[src/rtl/pc_stack_sequencer.sv]
// pc_stack_sequencer
// Program counter for the 8-bit computer control path. It supports
// count-enable, absolute jump, a programmable wrap limit, and a hardware
// return-address stack for CALL/RET.
//
// Ports
//   clk          rising-edge clock
//   reset        asynchronous, active-high; clears pc, sp and fault
//   cnt_en       advance pc by one (with wrap)
//   jump         load pc from jump_addr
//   call         push inc(pc), then load pc from jump_addr
//   ret          pop the stack top into pc
//   jump_addr    target for jump/call
//   pc           registered program counter
//   sp           registered count of valid stack entries
//   stack_full   sp == STACK_DEPTH
//   stack_empty  sp == 0
//   fault        sticky overflow/underflow flag, cleared only by reset
//
// Strobe priority: ret > call > jump > cnt_en > hold. Only the winning strobe
// acts; losing strobes never touch state or fault.
module pc_stack_sequencer #(
    parameter int ADDR_WIDTH  = 4,
    parameter int STACK_DEPTH = 4,
    parameter int WRAP_LIMIT  = 2**ADDR_WIDTH - 1,
    localparam int SP_W       = $clog2(STACK_DEPTH + 1)
) (
    input  logic                  clk,
    input  logic                  reset,
    input  logic                  cnt_en,
    input  logic                  jump,
    input  logic                  call,
    input  logic                  ret,
    input  logic [ADDR_WIDTH-1:0] jump_addr,
    output logic [ADDR_WIDTH-1:0] pc,
    output logic [SP_W-1:0]       sp,
    output logic                  stack_full,
    output logic                  stack_empty,
    output logic                  fault
);

    localparam logic [ADDR_WIDTH-1:0] WRAP = ADDR_WIDTH'(WRAP_LIMIT);
    localparam logic [SP_W-1:0]       FULL = SP_W'(STACK_DEPTH);

    typedef enum logic [2:0] {
        CMD_HOLD,
        CMD_INC,
        CMD_JUMP,
        CMD_CALL,
        CMD_RET
    } cmd_e;

    cmd_e                                   cmd;
    logic [STACK_DEPTH-1:0][ADDR_WIDTH-1:0] stack_q;
    logic [ADDR_WIDTH-1:0]                  pc_inc;
    logic [ADDR_WIDTH-1:0]                  stack_top;
    logic [ADDR_WIDTH-1:0]                  pc_d;
    logic [SP_W-1:0]                        sp_d;
    logic                                   fault_d;
    logic                                   push;
    logic                                   is_full;
    logic                                   is_empty;

    // Winning strobe for this edge.
    always_comb begin
        cmd = CMD_HOLD;
        if (ret)         cmd = CMD_RET;
        else if (call)   cmd = CMD_CALL;
        else if (jump)   cmd = CMD_JUMP;
        else if (cnt_en) cmd = CMD_INC;
    end

    // The wrap rule also governs the pushed return address, so a CALL issued
    // at WRAP_LIMIT returns to 0.
    assign pc_inc   = (pc == WRAP) ? '0 : pc + 1'b1;
    assign is_full  = (sp == FULL);
    assign is_empty = (sp == '0);

    // Entry sp-1 is the top. When sp is 0 the value is unused (underflow path).
    always_comb begin
        stack_top = '0;
        for (int i = 0; i < STACK_DEPTH; i++) begin
            if (sp == SP_W'(i + 1)) stack_top = stack_q[i];
        end
    end

    // Next-state decode.
    always_comb begin
        pc_d    = pc;
        sp_d    = sp;
        fault_d = fault;
        push    = 1'b0;
        case (cmd)
            CMD_RET: begin
                if (is_empty) begin
                    fault_d = 1'b1;
                end else begin
                    pc_d = stack_top;
                    sp_d = sp - 1'b1;
                end
            end
            CMD_CALL: begin
                // On overflow pc is held instead of jumping so the lost
                // return point stays visible for diagnosis.
                if (is_full) begin
                    fault_d = 1'b1;
                end else begin
                    push = 1'b1;
                    sp_d = sp + 1'b1;
                    pc_d = jump_addr;
                end
            end
            CMD_JUMP: pc_d = jump_addr;
            CMD_INC:  pc_d = pc_inc;
            default:  ;
        endcase
    end

    always_ff @(posedge clk or posedge reset) begin
        if (reset) begin
            pc    <= '0;
            sp    <= '0;
            fault <= 1'b0;
        end else begin
            pc    <= pc_d;
            sp    <= sp_d;
            fault <= fault_d;
        end
    end

    // Stack contents are never observable while sp says they are invalid,
    // so the array carries no reset.
    always_ff @(posedge clk) begin
        for (int i = 0; i < STACK_DEPTH; i++) begin
            if (push && (sp == SP_W'(i))) stack_q[i] <= pc_inc;
        end
    end

    assign stack_full  = is_full;
    assign stack_empty = is_empty;

endmodule

[config.mk]
export PLATFORM = sky130hd
export DESIGN_NAME = pc_stack_sequencer
export DESIGN_NICKNAME = d
export VERILOG_FILES = /design/src/rtl/pc_stack_sequencer.sv
export SDC_FILE = /design/constraint.sdc
export NUM_CORES = 1
export LEC_CHECK = 0
export CORE_UTILIZATION = 25
export DETAILED_ROUTE_END_ITERATION = 8
export PLACE_DENSITY_LB_ADDON = 0.25
export SYNTH_ARGS = -nofsm -noshare
export SYNTH_HDL_FRONTEND = slang
export SYNTH_SLANG_ARGS = --single-unit
[constraint.sdc]
create_clock -name clk -period 1.59 [get_ports clk]
set_input_delay 0.318 -clock clk [delete_from_list [all_inputs] [get_ports clk]]
set_output_delay 0.318 -clock clk [all_outputs]
set_load 0.1 [all_outputs]
==> metrics.md <==
| Metric | Value |
|---|---|
| Status | complete, but fails checks |
| Violated checks | negative setup slack |
| RSZ-0062 raised after global routing | true |
| Via count | between 1000 and 1500 |
| FF-to-FF path depth | 7 |
| IO Pins | 20 |
| DR pass1 iterations | 4 |
| CORE AREA | 5240 sq um |
| Post-synth top flop | edfxtp_1 |
| Die span in x | a little under 80 um |
| Most common cell after layout, fill and taps aside | buf_4 |
| Register area share after synthesis | 48.6% |
| Initial antenna violation count | 0 |
| R2R Setup Slk | -0.10 ns |
| Syn_area_per_cell | 11.0 sq um |
| Setup Viol. Count Final | 11 |
| Clock Pin Slew Worst Setup and Hold Paths | approximately 0.09 ns |
| Worst hold path type | primary input to asynchronous set/reset pin |
| FP Rows | 26 |
| Final Skew | 0.00761 ns |
| Commonest non-fill, non-tap cells in the layout | 38 x buf_4, 16 x edfxtp_1, 11 x nand2_1, 10 x buf_12, 9 x clkdlybuf4s50_1 |
| Fin. max-slew vios | 0 |
| CTS tree | done |
| Fmax | 0.588 GHz |
| Setup WS post-layout | -0.110 ns |
| GPL Wtd Cong | 0.804 |
| Routed Antenna Nets | 0 |
| Drt drc | 0 |
| LEAKAGE | 0.870 nW |
| Routed wire per std cell | 15.0 um |
| Crit path DAT | 1.38 ns |
| Total gr overflow | 0 |
| Slowest stage cell, crit path | dfrtp_4 |
| Post-layout util | 43.7% |
| Critical path type | flip-flop to output port |
| Worst setup EP type | output port |
| Global-route wire length before repair | 6.37 mm |
| Register area | between 700 and 800 sq um |
| Hold_buf cts | 0 |
| Number of global-route vias before repair | 1249 |
| VDD IR-drop max | 0.00176 V |
| Fillers | 494 |
| Die Span Y | 76.8 um |
| Number of flops mapped to enable cells by yosys | 16 |
| Layout area overhead | 63.5% |
| Yosys warns | 0 |
| Reg2reg start | sp[1] |
| Mapped Cells | 127 |
| Final Hold Fails | 0 |
| Final Non-Filler Cells | ~250 |
| Clock Latency Late Sink | between 0.2 and 0.3 ns |
| CP startpoint kind | flip-flop |
| #FFs+latches synth | 24 |
| Via/cell ratio | 4.73 |
| GRT Resource Usage Total | 13.6% |
| Critical Path RT | 1.27 ns |
| Share of layout cells above drive strength 1 | a little over 50% |
| CP Cell Sequence | inv_4 > ha_4 > nand2b_4 > clkinvlp_4 > buf_12 |
| Max H-tree Level | 1 |
| Synth async-reset ratio | about a third |
| Cells after DPL | around 240 |
| Clock Path Buffers | 2 |
| Largest net degree at the start of global routing | 15 |
| Slew HR | between 70% and 80% |
| Sink Count | 24 |
| Measured slew at the worst slew-check pin | ~0.36 ns |
| Final #Nets | 199 |
| Total Wirelength | 3.76 mm |
| DR iter-0 viols | 50 |
| Fin crit period | approximately 1.7 ns |
| Synth unique cells | 42 |
| Period utilisation layout | 107% |
| Crit path max fanout | 4 |
| Footprint of the multi-input gates | approximately 800 sq um |
| Ant diodes | 0 |
| Clock tree root buffer cell | clkbuf_8 |
| Max Cap Viol | 0 |
| Slowest cell delay on critical path | 0.52 ns |
| CP delay by family, top | flip-flops |
| Dpl hpwl | ~2.8 mm |
| CTS buffer count | 3 |
| Initial core utilization | 26.7% |
| R2R Path End | pc[3] |
| Synthesized area | 1400 sq um |
| Post-place setup slack | -0.289 ns |
| CP bufs+invs | 3 |
| Syn nets | about 140 |
| Die area | just under 6000 sq um |
| Fin Hold WS | 0.307 ns |
| P per Cell Area | between 2000 and 2500 nW/um^2 |
| Port buffer count | 19 |
[per-layer routing]
metal	vias up	wire length [um]	part of all wire, %	global-route usage [%]
met5	-	0	0	0
met4	0	58	1.5	5.38
met3	6	106	2.8	1.90
met2	24	1820	48	21.8
met1	573	1770	47	18.5
li1	585	-	-	-
[cells in the mapped netlist, types with 3 or more instances]
cell       instances  area (sq um)
nand2_1           12          45.0
ha_1               7          87.6
inv_1             10          37.5
nor2_1             5          18.8
a31oi_1            5          31.3
nand3b_1           5          37.5
o21a_1             3          22.5
a2bb2oi_1          3          26.3
a21oi_1            4          20.0
buf_2              5          25.0
edfxtp_1          16           480
o221ai_1           3          26.3
a211oi_1           3          22.5
o22a_1             3          26.3
dfrtp_1            8           200
and3_1             3          18.8
[report_power, final]
part | internal (W) | switching (W) | leakage, nW
Sequential | 0.000958 | 0.000153 | 0.229
Combinational | 0.00160 | 0.00208 | 0.606
Clock | 0.000336 | 0.000196 | 0.0357
Total | 0.00289 | 0.00243 | 0.870
[stage by stage]
step	power, W	TNS [ns]	area [sq um]
floorplan	0.00320	-2.14	1550
global placement	0.00441	-2.93	2060
detailed placement	0.00444	-3.28	2060
CTS	0.00522	-0.674	2250
global route	0.00560	-1.37	2290
finish	0.00532	-0.751	2290
[what timing repair did]
item | 4_1_cts | 5_1_grt
cloned | 0 | 0
setup endpoints to repair | 6 | 20
pin swaps | 7 | 2
hold endpoints to repair | 0 | 0
setup buffers | 7 | 3
resized for setup | 10 | 5
[flip-flops by register name, summed over array words and instances (netlist names)]
name,cells
sp,3
pc,4
fault,1
stack_q,16
[cell families (layout without fill, tap and decap cells)]
| kind of cell | Yosys count | in the layout | synth area share, % |
|---|---|---|---|
| AO/OA/AOI/OAI | 36 | 36 | 21.4 |
| XOR/XNOR | 3 | 3 | 1.88 |
| adder cells (fa/ha/maj) | 7 | 7 | 6.26 |
| buffers and inverters | 17 | 71 | 5.27 |
| flip-flops | 24 | 24 | 48.6 |
| multiplexers | 2 | 2 | 1.43 |
| AND/OR/NAND/NOR | 38 | 38 | 15.2 |
[worst max-delay path by stage]
stage / endpoint / depth (start not counted) / start / slack, ns
2_1_floorplan: stack_full / 5 / sp[0] / -0.22
3_3_place_gp: pc[1] / 6 / call / -0.19
3_5_place_dp: pc[1] / 6 / call / -0.29
4_1_cts: stack_empty / 5 / sp[1] / -0.11
5_1_grt: pc[3] / 7 / sp[1] / -0.15
6_report: stack_empty / 5 / sp[1] / -0.11
[final cells by class]
type                    count  area share, %
clock buffers               3           1.80
clock inverters             1           1.31
inverters                  10           2.30
multi-input cells          86           35.0
flip-flops and latches     24           30.7
well taps                  70           3.83
repair buffers             57           25.1
Note: power is estimated with default switching activity, not from simulation.
